### config.mk
export PLATFORM = sky130hd
export DESIGN_NAME = qdr_traffic_gen
export DESIGN_NICKNAME = d
export VERILOG_FILES = /design/src/rtl/qdr_traffic_gen.sv
export SDC_FILE = /design/constraint.sdc
export NUM_CORES = 1
export LEC_CHECK = 0
export ABC_AREA = 1
export CAP_MARGIN = 10
export CORE_MARGIN = 3
export CORE_UTILIZATION = 40
export CTS_CLUSTER_SIZE = 24
export DETAILED_ROUTE_END_ITERATION = 10
export HOLD_SLACK_MARGIN = 0.05
export SYNTH_ARGS = -nofsm -noshare
export SYNTH_HDL_FRONTEND = slang
export SYNTH_SLANG_ARGS = --single-unit
### constraint.sdc
create_clock -name clk -period 30.5 [get_ports clk]
set_input_delay 3.05 -clock clk [delete_from_list [all_inputs] [get_ports clk]]
set_output_delay 3.05 -clock clk [all_outputs]
set_load 0.01 [all_outputs]
### src/rtl/qdr_traffic_gen.sv
// QDRII+ user-interface traffic generator and checker.
// Writes a pattern over an address window, reads it back, and compares each
// returned burst against the pattern regenerated from the expected address.
module qdr_traffic_gen #(
  parameter int DATA_WIDTH = 36,
  parameter int ADDR_WIDTH = 18,
  parameter int BW_WIDTH   = 4,
  parameter int BURST_LEN  = 4,
  parameter int ADDR_START = 0,
  parameter int ADDR_END   = 1023,
  parameter int TIMEOUT    = 1024
) (
  input  logic                               clk,
  input  logic                               rst_n,
  input  logic                               init_calib_complete,
  input  logic                               start,
  input  logic                               loop_en,
  input  logic [1:0]                         pattern_mode,
  output logic                               app_wr_cmd,
  output logic [ADDR_WIDTH-1:0]              app_wr_addr,
  output logic [DATA_WIDTH*BURST_LEN-1:0]    app_wr_data,
  output logic [BW_WIDTH*BURST_LEN-1:0]      app_wr_bw_n,
  output logic                               app_rd_cmd,
  output logic [ADDR_WIDTH-1:0]              app_rd_addr,
  input  logic                               app_rd_valid,
  input  logic [DATA_WIDTH*BURST_LEN-1:0]    app_rd_data,
  output logic                               busy,
  output logic                               done,
  output logic                               error,
  output logic                               timeout_err,
  output logic [15:0]                        err_count,
  output logic [ADDR_WIDTH-1:0]              first_err_addr,
  output logic [15:0]                        pass_count
);

  localparam int UW = DATA_WIDTH * BURST_LEN;
  localparam logic [ADDR_WIDTH-1:0] A_START = ADDR_WIDTH'(ADDR_START);
  localparam logic [ADDR_WIDTH-1:0] A_END   = ADDR_WIDTH'(ADDR_END);
  localparam logic [ADDR_WIDTH:0]   N_RD    = (ADDR_WIDTH+1)'(ADDR_END - ADDR_START + 1);
  localparam int TW = $clog2(TIMEOUT + 1);
  localparam logic [TW-1:0] T_LAST = TW'(TIMEOUT - 1);

  typedef enum logic [1:0] {S_IDLE, S_WRITE, S_READ, S_DRAIN} state_t;

  function automatic logic [DATA_WIDTH-1:0] beat_pat(input logic [1:0] mode, input logic inv,
                                                     input logic [ADDR_WIDTH-1:0] a, input int b);
    logic [31:0] sum, pos;
    logic [DATA_WIDTH-1:0] w;
    sum = 32'(a) + 32'(b);
    pos = (32'(a) * 32'(BURST_LEN) + 32'(b)) % 32'(DATA_WIDTH);
    case (mode)
      2'd0:    w = DATA_WIDTH'(sum);
      2'd1:    w = DATA_WIDTH'(1) << pos;
      2'd2:    w = ~DATA_WIDTH'(sum);
      default: w = {DATA_WIDTH{~sum[0]}};
    endcase
    return inv ? ~w : w;
  endfunction

  function automatic logic [UW-1:0] burst_pat(input logic [1:0] mode, input logic inv,
                                              input logic [ADDR_WIDTH-1:0] a);
    logic [UW-1:0] r;
    r = '0;
    for (int b = 0; b < BURST_LEN; b++) r[b*DATA_WIDTH +: DATA_WIDTH] = beat_pat(mode, inv, a, b);
    return r;
  endfunction

  state_t                state_q, state_d;
  logic [1:0]            mode_q, mode_d;
  logic                  inv_q, inv_d;
  logic [ADDR_WIDTH-1:0] wr_addr_d;
  logic [ADDR_WIDTH-1:0] exp_addr;
  logic [ADDR_WIDTH:0]   rd_cnt;
  logic [TW-1:0]         idle_cnt;
  logic                  go, restart, complete, tmo, chk, mismatch;

  // Returned reads are only checked while a test is active, so stragglers
  // arriving after reset or calibration loss leave the status untouched.
  assign chk      = app_rd_valid && (state_q != S_IDLE);
  assign mismatch = chk && (app_rd_data != burst_pat(mode_q, inv_q, exp_addr));
  assign app_wr_bw_n = '0;

  // Next-state logic plus the write-side address/pattern selection.
  always_comb begin
    state_d  = state_q;
    go       = 1'b0;
    complete = 1'b0;
    tmo      = 1'b0;
    case (state_q)
      S_IDLE:  if (start && init_calib_complete) begin state_d = S_WRITE; go = 1'b1; end
      S_WRITE: if (app_wr_addr == A_END) state_d = S_READ;
      S_READ:  if (app_rd_addr == A_END) state_d = S_DRAIN;
      S_DRAIN: begin
        if (rd_cnt == N_RD) begin
          complete = 1'b1;
          state_d  = loop_en ? S_WRITE : S_IDLE;
        end else if (!app_rd_valid && idle_cnt == T_LAST) begin
          tmo     = 1'b1;
          state_d = S_IDLE;
        end
      end
      default: state_d = S_IDLE;
    endcase
    if (state_q != S_IDLE && !init_calib_complete) begin
      state_d  = S_IDLE;
      complete = 1'b0;
      tmo      = 1'b0;
    end
    restart   = complete && (state_d == S_WRITE);
    mode_d    = go ? pattern_mode : mode_q;
    inv_d     = go ? 1'b0 : (restart ? ~inv_q : inv_q);
    wr_addr_d = app_wr_addr;
    if (go || restart) wr_addr_d = A_START;
    else if (state_q == S_WRITE && state_d == S_WRITE) wr_addr_d = app_wr_addr + ADDR_WIDTH'(1);
  end

  // State, command outputs, read tracking and status registers.
  always_ff @(posedge clk or negedge rst_n) begin
    if (!rst_n) begin
      state_q        <= S_IDLE;
      mode_q         <= 2'd0;
      inv_q          <= 1'b0;
      app_wr_cmd     <= 1'b0;
      app_wr_addr    <= A_START;
      app_wr_data    <= '0;
      app_rd_cmd     <= 1'b0;
      app_rd_addr    <= A_START;
      busy           <= 1'b0;
      done           <= 1'b0;
      error          <= 1'b0;
      timeout_err    <= 1'b0;
      err_count      <= 16'd0;
      first_err_addr <= A_START;
      pass_count     <= 16'd0;
      exp_addr       <= A_START;
      rd_cnt         <= '0;
      idle_cnt       <= '0;
    end else begin
      state_q     <= state_d;
      mode_q      <= mode_d;
      inv_q       <= inv_d;
      busy        <= (state_d != S_IDLE);
      done        <= (complete && state_d == S_IDLE) || tmo;
      app_wr_cmd  <= (state_d == S_WRITE);
      app_rd_cmd  <= (state_d == S_READ);
      app_wr_addr <= wr_addr_d;
      if (state_d == S_WRITE) app_wr_data <= burst_pat(mode_d, inv_d, wr_addr_d);
      if (state_q == S_WRITE && state_d == S_READ) app_rd_addr <= A_START;
      else if (state_q == S_READ && state_d == S_READ) app_rd_addr <= app_rd_addr + ADDR_WIDTH'(1);

      // idle timer only runs while waiting in DRAIN; any return restarts it
      if (state_q == S_DRAIN && state_d == S_DRAIN)
        idle_cnt <= app_rd_valid ? '0 : idle_cnt + TW'(1);
      else
        idle_cnt <= '0;

      if (go || restart) begin
        exp_addr <= A_START;
        rd_cnt   <= '0;
      end else if (chk && rd_cnt != N_RD) begin
        exp_addr <= exp_addr + ADDR_WIDTH'(1);
        rd_cnt   <= rd_cnt + (ADDR_WIDTH+1)'(1);
      end

      if (go) begin
        error          <= 1'b0;
        timeout_err    <= 1'b0;
        err_count      <= 16'd0;
        first_err_addr <= A_START;
        pass_count     <= 16'd0;
      end else begin
        if (mismatch) begin
          error <= 1'b1;
          if (err_count == 16'd0) first_err_addr <= exp_addr;
          if (err_count != 16'hFFFF) err_count <= err_count + 16'd1;
        end
        if (tmo) begin
          error       <= 1'b1;
          timeout_err <= 1'b1;
        end
        if (complete) pass_count <= pass_count + 16'd1;
      end
    end
  end

endmodule

==> flow_metrics.py <==
metrics = {
    "worst_setup_path": {
        "crit_family": "simple AND/OR/NAND/NOR gates",
        "worstRegToRegCells": 107,
        "path_max_fanout": 54,
        "crit_path_end_kind": "flip-flop",
        "timing.critical_path.to": "app_wr_data[32]",
        "cell_count_along_the_critical_path": 103,
        "worstPathRequired_ns": 30.99,
        "start_kind": "primary input",
        "critical_path.slowest_cell": "sky130_fd_sc_hd__buf_4",
        "r2r_setup_slack_ns": 14.35,
        "critical_path_arrival_ns": 18.80,
        "worstSetupStartpoint": "init_calib_complete",
        "startpoint_of_the_lowest_slack_register_to_register_path": "app_wr_addr[1]",
        "max_stage_delay_ns": 0.60,
        "crit_type": "primary input to flip-flop",
        "timing.critical_path.mode_cell": "sky130_fd_sc_hd__nand2_4",
        "worst_reg2reg_path_endpoint": "app_wr_data[32]",
        "critical_path.n_buffers_inverters": 12,
    },
    "placement": {
        "dpl.hpwl_um": 82700,
        "port_buffers": 387,
        "gp_congestion": 0.943,
    },
    "global_routing": {
        "via_count_of_the_first_global_routing_pass": 30900,
        "groute.usage.overall_pct": 24.3,
        "grt_antenna_before_repair": 2,
        "overflow_left_after_global_routing": 0,
        "largest_net_degree_at_the_start_of_global_routing": 138,
        "wire_length_of_the_first_global_routing_pass_um": 166000,
    },
    "clock_tree": {
        "ctsRootBufferMaster": "sky130_fd_sc_hd__clkbuf_16",
        "worstSkewPairLatency_ns": 0.61,
        "clock_tree.buffer_depth": 3,
        "cts_resized": 0,
        "clkSlewWorstSetupHoldPaths_ns": 0.06,
        "tritoncts.num_buffers": 31,
        "cts_setup_buffers": 0,
        "clock_sink_count": 238,
        "cts_hold_buf": 0,
        "htree_num_levels": 1,
        "clock_tree_from_tritoncts": "yes",
    },
    "sta": {
        "timing.final.crit_share_pct": 60.1,
        "final_setup_tns_ns": 0,
        "final_max_slew_viol_count": 0,
        "slew_headroom_pct": 34.4,
        "report.final.setup_viol": 0,
        "timing.clock.skew_ns": 0.0349,
        "post-route-min-period_ns": 18.32,
        "clock.fmax_ghz": 0.0546,
        "rsz0062_at_grt": "false",
        "worst_pin_slew_ns": 0.971,
        "report.final.hold_viol_count": 0,
    },
    "synthesis": {
        "synth.yosys.warnings": 0,
        "syn_avg_cell_area_sq_um": 6.36,
        "synth_edf_count": 0,
        "proportion_of_synthesized_chip_area_in_sequential_cells_pct": 18.5,
        "synth.ff_latch_count": 238,
        "postSynthCellCount": 5058,
        "postSynth.asyncResetShare_pct": 100,
        "dominantRegCellSynth": "sky130_fd_sc_hd__dfrtp_1",
        "syn-cell-area_sq_mm": 0.0322,
        "synth_cell_type_count": 82,
    },
    "floorplanning": {
        "fp.dieW_um": 290,
        "initial_utilization_pct": 40.5,
        "die_h_um": 290,
        "design.core.area_sq_mm": 0.0794,
        "num_io_pins": 404,
        "floorplan.die_area_sq_mm": 0.0839,
        "placement_rows": 103,
    },
    "detailed_routing": {
        "drt.antenna.violating_nets": 0,
        "drt_drc_violations_left": 0,
        "vias": 33200,
        "via_per_inst": 5.20,
        "drt_pre_antenna_iters": 6,
        "detail_route.iter0.violations": 2795,
        "wl_um": 107000,
        "detail_routed_net_length_per_standard_cell_um": 16.7,
    },
    "finish": {
        "top_library_cells_by_usage_in_the_layout_fill_and_taps_aside": "sky130_fd_sc_hd__nand2_1, sky130_fd_sc_hd__nand3_1, sky130_fd_sc_hd__inv_1",
        "area_growth_syn_to_layout_pct": 15.0,
        "final_layout_size_suffix_gt1_share_pct": 13.4,
        "num-nets-final": 5484,
        "most_common_library_cell_in_the_layout_ignoring_fill_and_taps": "sky130_fd_sc_hd__nand2_1",
    },
    "job": {
        "maxCapViolations": 0,
    },
    "min_path": {
        "holdCritPathClass": "flip-flop to flip-flop",
    },
    "status": {
        "run_status": "complete, no violations",
    },
}
[flip-flops by register name, summed over array words and instances, names as in the netlist]
name	cells
error	1
done	1
app_wr_addr	18
inv_q	1
app_wr_data	93
state_q	2
first_err_addr	18
rd_cnt	19
app_wr_cmd	1
busy	1
app_rd_cmd	1
pass_count	16
err_count	16
idle_cnt	11
app_rd_addr	18
timeout_err	1
mode_q	2
exp_addr	18
[worst reg2reg max path, delay by kind of cell, from the launching register on]
family	cells	cell delay (ns)
compound gates	1	0.22
fa+ha+maj	3	0.92
buf+inv	10	1.92
flops	1	0.49
simple gates	93	12.51
[cells in the mapped netlist, drive strengths merged, types with 51 or more instances]
cell	n	share of area [%]
clkbuf	69	1.5
xnor2	51	1.4
nand2	1730	24
dfrtp	238	19
o211ai	60	1.4
nor3	77	1.3
o21ai	284	4.6
nor2	480	7.2
inv	498	5.9
xor2	326	9.1
buf	149	3.5
a21oi	124	2.2
nand4	116	2.4
nand3	642	12
[per-stage QoR]
stage / util [%] / cell area [sq um] / worst slack, ns / instances / hold WS (ns)
finish: 46.6 / 37000 / 12.18 / 6375 / 0.456
global route: 46.6 / 37000 / 10.75 / 6375 / 0.503
CTS: 46.6 / 37000 / 12.24 / 6374 / 0.461
detailed placement: 45.4 / 36000 / 11.65 / 6316 / 0.451
global placement: 45.4 / 36000 / 12.01 / 6316 / 0.454
floorplan: - / 32200 / 15.35 / 5073 / 0.432
[worst min path at each step]
stage | start | end | slack (ns) | cells past startpoint
final | idle_cnt[0] | idle_cnt[0] | 0.46 | 1
after global placement | idle_cnt[0] | idle_cnt[0] | 0.45 | 1
after global routing | app_wr_data[12] | app_wr_data[12] | 0.50 | 2
after CTS | idle_cnt[0] | idle_cnt[0] | 0.46 | 1
after floorplan | idle_cnt[0] | idle_cnt[0] | 0.43 | 1
after detailed placement | idle_cnt[0] | idle_cnt[0] | 0.45 | 1
[kinds of logic (layout without fill, tap and decap cells)]
family,count (synthesis),in the layout,share of synthesized area [%]
buf+inv,752,1003,11.5
simple gates,3123,3123,48.5
fa+ha+maj,33,33,1.28
other cells,1,17,0.0117
xor+xnor,378,378,10.6
compound gates,533,533,9.68
flops,238,238,18.5
[layer usage]
metal / vias to the layer above / track usage [%] / part of all wire, %
li1: 16800 / - / -
met4: 2 / 6.28 / 2.5
met1: 15300 / 31.4 / 42
met3: 140 / 2.34 / 5.3
met5: - / 0 / 0.0066
met2: 900 / 43.1 / 50
[layout make-up]
class | instances | area [sq um]
fill | 8326 | 42400
multi-input combinational | 4083 | 22600
sequential | 238 | 5960
timing repair buffer | 415 | 4100
inverter | 530 | 2030
tap | 1050 | 1310
clock buffer | 45 | 878
clock inverter | 13 | 125
antenna | 1 | 2.50
Power is not shown: default switching activity piles up to over one toggle a cycle in this logic, so the estimate is an artifact.
